==> src/rtl/mul_rr_arbiter.sv <==
// Round-robin front end that shares one external WIDTHxWIDTH multiplier between
// two requesters, waits MUL_LAT edges for the product, then returns it tagged with the owner id.
module mul_rr_arbiter #(
  parameter int WIDTH   = 32,
  parameter int MUL_LAT = 2
) (
  input  logic                 clk,
  input  logic                 rst,
  input  logic [1:0]           req_valid,
  output logic [1:0]           req_ready,
  input  logic [WIDTH-1:0]     req_a0,
  input  logic [WIDTH-1:0]     req_b0,
  input  logic                 req_signed0,
  input  logic [WIDTH-1:0]     req_a1,
  input  logic [WIDTH-1:0]     req_b1,
  input  logic                 req_signed1,
  output logic [WIDTH-1:0]     mul_a,
  output logic [WIDTH-1:0]     mul_b,
  output logic                 mul_signed,
  input  logic [2*WIDTH-1:0]   mul_z,
  output logic                 rsp_valid,
  input  logic                 rsp_ready,
  output logic                 rsp_id,
  output logic [2*WIDTH-1:0]   rsp_z
);

  typedef enum logic [1:0] {
    IDLE = 2'd0,
    BUSY = 2'd1,
    RESP = 2'd2
  } state_t;

  localparam logic [3:0] LAT_M1 = 4'(MUL_LAT - 1);

  state_t           r_state;
  logic             r_ptr;
  logic [3:0]       r_cnt;

  logic             w_winner;
  logic             w_accept;
  logic [WIDTH-1:0] w_sel_a;
  logic [WIDTH-1:0] w_sel_b;
  logic             w_sel_signed;

  // A lone requester always wins; on contention the pointer breaks the tie.
  always_comb begin
    w_winner = r_ptr;
    if (req_valid == 2'b01)
      w_winner = 1'b0;
    else if (req_valid == 2'b10)
      w_winner = 1'b1;
  end

  // Gated by rst so the strobe stays low while the block is held in reset.
  assign w_accept     = rst && (r_state == IDLE) && (|req_valid);
  assign req_ready    = w_accept ? (w_winner ? 2'b10 : 2'b01) : 2'b00;
  assign w_sel_a      = w_winner ? req_a1 : req_a0;
  assign w_sel_b      = w_winner ? req_b1 : req_b0;
  assign w_sel_signed = w_winner ? req_signed1 : req_signed0;

  always_ff @(posedge clk or negedge rst) begin
    if (!rst) begin
      r_state    <= IDLE;
      r_ptr      <= 1'b0;
      r_cnt      <= 4'd0;
      mul_a      <= '0;
      mul_b      <= '0;
      mul_signed <= 1'b0;
      rsp_valid  <= 1'b0;
      rsp_id     <= 1'b0;
      rsp_z      <= '0;
    end else begin
      case (r_state)
        IDLE: begin
          if (w_accept) begin
            mul_a      <= w_sel_a;
            mul_b      <= w_sel_b;
            mul_signed <= w_sel_signed;
            rsp_id     <= w_winner;
            r_ptr      <= ~w_winner;
            r_cnt      <= LAT_M1;
            r_state    <= BUSY;
          end
        end
        BUSY: begin
          // Counter was loaded with MUL_LAT-1 so capture lands on the MUL_LAT-th edge.
          if (r_cnt != 4'd0) begin
            r_cnt <= r_cnt - 4'd1;
          end else begin
            rsp_z     <= mul_z;
            rsp_valid <= 1'b1;
            r_state   <= RESP;
          end
        end
        RESP: begin
          if (rsp_ready) begin
            rsp_valid <= 1'b0;
            r_state   <= IDLE;
          end
        end
        default: begin
          rsp_valid <= 1'b0;
          r_state   <= IDLE;
        end
      endcase
    end
  end

endmodule

==> config.mk <==
export PLATFORM = sky130hd
export DESIGN_NAME = mul_rr_arbiter
export DESIGN_NICKNAME = d
export VERILOG_FILES = /design/src/rtl/mul_rr_arbiter.sv
export SDC_FILE = /design/constraint.sdc
export NUM_CORES = 1
export LEC_CHECK = 0
export ABC_AREA = 1
export CAP_MARGIN = 20
export CORE_ASPECT_RATIO = 0.9
export CORE_MARGIN = 2
export CORE_UTILIZATION = 36
export CTS_CLUSTER_DIAMETER = 100
export DETAILED_ROUTE_END_ITERATION = 6
export GPL_TIMING_DRIVEN = 0
export PLACE_DENSITY = 0.86
export SLEW_MARGIN = 10
export SYNTH_ARGS = -nofsm -noshare
export SYNTH_HDL_FRONTEND = slang
export SYNTH_SLANG_ARGS = --single-unit
==> constraint.sdc <==
create_clock -name clk -period 1.27 [get_ports clk]
set_input_delay 0.254 -clock clk [delete_from_list [all_inputs] [get_ports clk]]
set_output_delay 0.254 -clock clk [all_outputs]
set_load 0.01 [all_outputs]
==> flow_summary.json, run 1 <==
{
  "fin_skew_ps": 11.51,
  "arrival_ps": 1510,
  "num_io_pins": 332,
  "cts.reportedPaths.clkPinSlew_ps": 60,
  "fin_util": 0.6967,
  "nets": 1439,
  "path_max_fanout": 7,
  "violations": "hold timing, setup timing",
  "via_per_inst": 4.878,
  "port_buffers": 331,
  "maxCapViolations": 0,
  "synth_top_area_share": 0.5444,
  "numCtsBuffers": 17,
  "netlist_area_um2": 6344,
  "setup_viol": 137,
  "tightest_slew_ps": 398.5,
  "ys_seq_area_frac": 0.5444,
  "grt_pass1_vias": 7019,
  "synth_edf_count": 0,
  "end_kind": "output port",
  "grt_usage": 0.2559,
  "die_h_um": 129.9,
  "cts_sinks": 138,
  "yosys_warnings": 0,
  "antenna_found_initial": 1,
  "ys.flop_type": "dfrtp_1",
  "power.leakage_uw": 0.006435,
  "synth_common_cells": "nand2_1 (407), dfrtp_1 (138), inv_1 (75), nand3_1 (68), o21ai_0 (41)",
  "root_buffer": "clkbuf_16",
  "hpwlAfterDp_um": 16230,
  "rr_startpoint": "r_state[0]$_DFFE_PN0P_",
  "holdWs_ps": -281.8,
  "finalHoldViolations": 64,
  "async_flop_share": 1.000,
  "tns_ps": -29420,
  "syn_avg_cell_area_um2": 7.708,
  "gp_congestion": 0.8660,
  "synth-seq-cells": 138,
  "drc": 0,
  "hp-class": "input pin to async pin",
  "synthesis.nets": 1024,
  "ant_nets": 0,
  "drive_above_1_share": 0.4093,
  "synth_most_common_cell": "nand2_1",
  "relSlewSlack": 0.7343,
  "htree_levels": 4,
  "crit_required_ps": 1020,
  "routed_wl_um": 26350,
  "grt_pass1_wl_um": 36810,
  "setup_ws_ps": -491.9,
  "period_share": 1.387,
  "rsz0062_at_grt": "yes",
  "num_rows": 46,
  "crit_start": "r_ptr$_DFFE_PN0P_",
  "grt_max_degree": 67,
  "startpoint_type": "register",
  "dr.pass1.iters": 5,
  "gr-total-overflow": 0,
  "min_period_ps": 1762,
  "yosys.area.top_type": "dfrtp_1",
  "dieArea_um2": 18700,
  "r2r_slack_ps": -330,
  "initial_utilization": 0.3638,
  "die-width_um": 143.9,
  "vias": 7278,
  "netlist_instances": 823,
  "synth_cell_types": 20,
  "powerDensity_nw_per_um2": 2300,
  "area_growth_pct": 91.52,
  "wl_per_cell_um": 17.66,
  "synth_area_leaders": "dfrtp_1 (54%), nand2_1 (24%), nand3_1 (5.4%), inv_1 (4.4%), o21ai_0 (3.2%)",
  "peakVddDrop_v": 0.0009805,
  "max_freq_mhz": 567.6,
  "worstSkewPairLatency_ps": 420,
  "status": "finished, violations left",
  "drtIter0Drc": 350,
  "worstSetupPathType": "register to output port",
  "cts_max_path_buffers": 2,
  "core-area_um2": 17440,
  "tritoncts": "built",
  "report.final.slew_viol_count": 0
}
[flip-flops by register name, indices dropped and copies added, names as in the netlist]
signal      count
rsp_valid       1
mul_b          32
rsp_z          64
r_state         2
mul_a          32
mul_signed      1
rsp_id          1
r_cnt           4
r_ptr           1
[routing by layer]
metal	GRT usage	up-vias	share of wire
li1	-	3367	-
met1	0.3162	3486	0.38
met2	0.4314	339	0.52
met3	0.05908	86	0.062
met4	0.1119	0	0.040
met5	0	-	0
[area by class of cell]
cell class                 instances  area (µm²)
multi-input combinational        560        3292
clock inverter                    13       158.9
inverter                          76       297.8
buffer                            48       573.1
antenna                            1       2.502
timing repair buffer             397        3627
tap                              240       300.3
clock buffer                      19       442.9
fill                            1276        5290
sequential                       138        3455
[report_power, final]
group          internal [µW]  switching (µW)
logic                   7070            7720
clock network           3010            2060
registers               6490            1600
[per-stage QoR]
step                      cell area, µm²  hold WS (ps)  worst slack, ps  power [µW]  instances
after floorplan                     6385        -41.59           -9.978       12720        823
after global placement              9998         458.5            -6176       18560       1394
after detailed placement           10030         282.2            -1338       18920       1395
after CTS                          11170        -274.6           -478.1       24890       1481
after global routing               12150        -264.7           -538.9       29520       1492
final                              12150        -281.8           -491.9       27950       1492
[cells in the final DEF, fill, tap and decap left out, types with 5 or more instances in the layout]
cell,instances
nand2_1,220
clkdlybuf4s50_1,196
dfrtp_1,137
buf_2,126
nand2_2,124
inv_1,71
nand3_1,67
nand2_4,62
o21ai_1,37
buf_4,35
o21ai_2,30
clkbuf_16,26
buf_8,25
buf_6,21
buf_12,12
clkbuf_2,6
clkbuf_4,5
[final timing paths]
path	end	cells after the start
max in group asynchronous	r_state[1]$_DFFE_PN0P_	2
min in group clk	rsp_z[42]$_DFFE_PN0P_	3
max	req_ready[0]	6
max reg2reg	mul_a[13]$_DFFE_PN0P_	10
min	mul_a[26]$_DFFE_PN0P_	1
min reg2reg	mul_a[21]$_DFFE_PN0P_	2
[worst max-delay path, cell delays in order, from the launching register on]
cell	delay [ps]
dfrtp_1	410
inv_2	100
nand2_4	80
buf_8	140
buf_8	120
a21oi_2	110
buf_2	130
[what timing repair did]
item / in CTS / in global routing
hold endpoints to repair: 64 / 64
cloned: 14 / 7
resized for setup: 747 / 270
endpoints found under the setup margin: 271 / 140
pin swaps: 75 / 60
buffers inserted: 40 / 10
[cell families (layout without fill, tap and decap cells)]
logic type,Yosys count,count (layout),synth area share
xor+xnor,1,1,0.001381
other cells,0,1,0
flops,138,138,0.5444
buf+inv,125,553,0.08915
fa+ha+maj,2,2,0.003944
compound gates,69,69,0.05444
simple gates,488,488,0.3067
Note: power is estimated with default switching activity, not from simulation.
==> run 2, diff against run 1 <==
--- a/config.mk
+++ b/config.mk
@@ -13,6 +13,7 @@
 export CTS_CLUSTER_DIAMETER = 100
 export DETAILED_ROUTE_END_ITERATION = 6
 export GPL_TIMING_DRIVEN = 0
+export MAX_ROUTING_LAYER = met4
 export PLACE_DENSITY = 0.86
 export SLEW_MARGIN = 10
 export SYNTH_ARGS = -nofsm -noshare
==> constraint.sdc (replaced) <==
create_clock -name clk -period 1.6 [get_ports clk]
set_input_delay 0.32 -clock clk [delete_from_list [all_inputs] [get_ports clk]]
set_output_delay 0.32 -clock clk [all_outputs]
set_load 0.01 [all_outputs]
==> flow_summary.json, run 2 (synthesis gave the netlist of run 1 again) <==
{
  "status": "finished, violations left",
  "violations": "hold timing, setup timing",
  "htree_levels": 4,
  "dp.cells": 1395,
  "min_period_ps": 1785,
  "report.final.slew_viol_count": 0,
  "dr.pass1.iters": 4,
  "power.leakage_uw": 0.005777,
  "root_buffer": "clkbuf_16",
  "relSlewSlack": 0.6702,
  "startpoint_type": "register",
  "fin_skew_ps": 7.825,
  "final_cell_mix": "nand2_1 (404), clkdlybuf4s50_1 (197), dfrtp_1 (137)",
  "dieArea_um2": 18700,
  "largest_reg_flops": 64,
  "wl_per_cell_um": 14.82,
  "layoutNonFillerInstCount": 1439,
  "reg_top3": "rsp_z (64), mul_a (32), mul_b (32)",
  "ant_nets": 0,
  "drive_above_1_share": 0.07763,
  "drc": 0,
  "grt_pass1_vias": 6473,
  "powerDensity_nw_per_um2": 1713,
  "placed_area_um2": 9986,
  "nets": 1386,
  "holdWs_ps": -215.8,
  "die_h_um": 129.9,
  "grt_usage": 0.2314,
  "worstSkewPairLatency_ps": 410,
  "cts_sinks": 138,
  "fillers": 1549,
  "area_growth_pct": 68.30,
  "setup_ws_ps": -185.1,
  "end_kind": "output port",
  "grt_pass1_wl_um": 32530,
  "port_buffers": 331,
  "num_rows": 46,
  "rsz0062_at_grt": "yes",
  "finalHoldViolations": 65,
  "die-width_um": 143.9,
  "gr-total-overflow": 0,
  "cts_max_path_buffers": 2,
  "worstSetupPathType": "register to output port",
  "hpwlAfterDp_um": 16090,
  "cts.reportedPaths.clkPinSlew_ps": 70,
  "drtIter0Drc": 255,
  "numCtsBuffers": 17,
  "initial_utilization": 0.3638,
  "layout_commonest_cell": "nand2_1",
  "antenna_found_initial": 1,
  "num_io_pins": 332,
  "max_freq_mhz": 560.2,
  "fin_util": 0.6122,
  "via_per_inst": 4.614,
  "gp_congestion": 0.8898,
  "period_share": 1.116,
  "arrival_ps": 1470,
  "vias": 6639,
  "maxCapViolations": 0,
  "place_ws_ps": -1392,
  "largest-register": "rsp_z",
  "path_max_fanout": 2,
  "hp-class": "input pin to async pin",
  "routed_wl_um": 21330,
  "peakVddDrop_v": 0.0007544,
  "grt_max_degree": 68,
  "tritoncts": "built",
  "fin_area_um2": 10680,
  "setup_viol": 2,
  "tightest_slew_ps": 494.7,
  "core-area_um2": 17440,
  "crit_required_ps": 1280
}
## run 2: cell type report
class | instances | area, µm² | area share
Multi-Input combinational cell | 560 | 2386 | 0.2235
Sequential cell | 138 | 3455 | 0.3236
Tap cell | 240 | 300.3 | 0.02813
Clock inverter | 13 | 192.7 | 0.01805
Buffer | 46 | 305.3 | 0.02859
Clock buffer | 19 | 432.9 | 0.04055
Timing Repair Buffer | 346 | 3317 | 0.3107
Antenna cell | 1 | 2.502 | 0.0002344
Inverter | 76 | 285.3 | 0.02672
## run 2: worst paths after layout
kind                                              from                     to  slack, ps  cells past startpoint
worst max-delay path            r_state[0]$_DFFE_PN0P_           req_ready[0]       -190                      5
worst min-delay path                               rst  mul_b[25]$_DFFE_PN0P_       -220                      1
worst max register to register    r_cnt[0]$_DFFE_PN0P_  rsp_z[33]$_DFFE_PN0P_        100                      7
worst min register to register    mul_b[8]$_DFFE_PN0P_   mul_b[8]$_DFFE_PN0P_        470                      2
max in group asynchronous                          rst      r_ptr$_DFFE_PN0P_       1130                      2
min in group clk                             mul_z[59]  rsp_z[59]$_DFFE_PN0P_        450                      3
## run 2: report_power, final
part           switching, µW  internal, µW
Sequential               857          5150
Clock                   1550          2630
Combinational           4480          3630
Total                   6890         11400
## run 2: repair_timing
| action | in CTS | in global routing |
|---|---|---|
| buffers inserted | 5 | 8 |
| pin swaps | 4 | 3 |
| cloned | 1 | 0 |
| hold endpoints to repair | 65 | 65 |
| setup endpoints to repair | 204 | 107 |
| gates resized for setup | 164 | 12 |
## run 2: routing by layer
layer | vias up | GRT usage | share of wire
met5 | - | - | 0
met1 | 3067 | 0.2566 | 0.39
li1 | 3260 | - | -
met3 | 34 | 0.08257 | 0.098
met4 | 0 | 0.07266 | 0.024
met2 | 278 | 0.3922 | 0.49
## run 2: worst max-delay path: stages, from the launching register on
cell and delay [ps]:
dfrtp_1 410, nor2_4 170, nand3_4 90, clkbuf_8 150, a21oi_2 100, buf_2 140
## run 2: through the flow
| stage | total power [µW] | hold slack, ps | setup TNS [ps] |
|---|---|---|---|
| 2_1_floorplan | 10020 | 24.41 | 0 |
| 3_3_place_gp | 14710 | 456.8 | -1155010 |
| 3_5_place_dp | 14970 | 351.4 | -51090 |
| 4_1_cts | 18280 | -207.0 | -390.3 |
| 5_1_grt | 19640 | -202.6 | -471.8 |
| 6_report | 18290 | -215.8 | -366.4 |
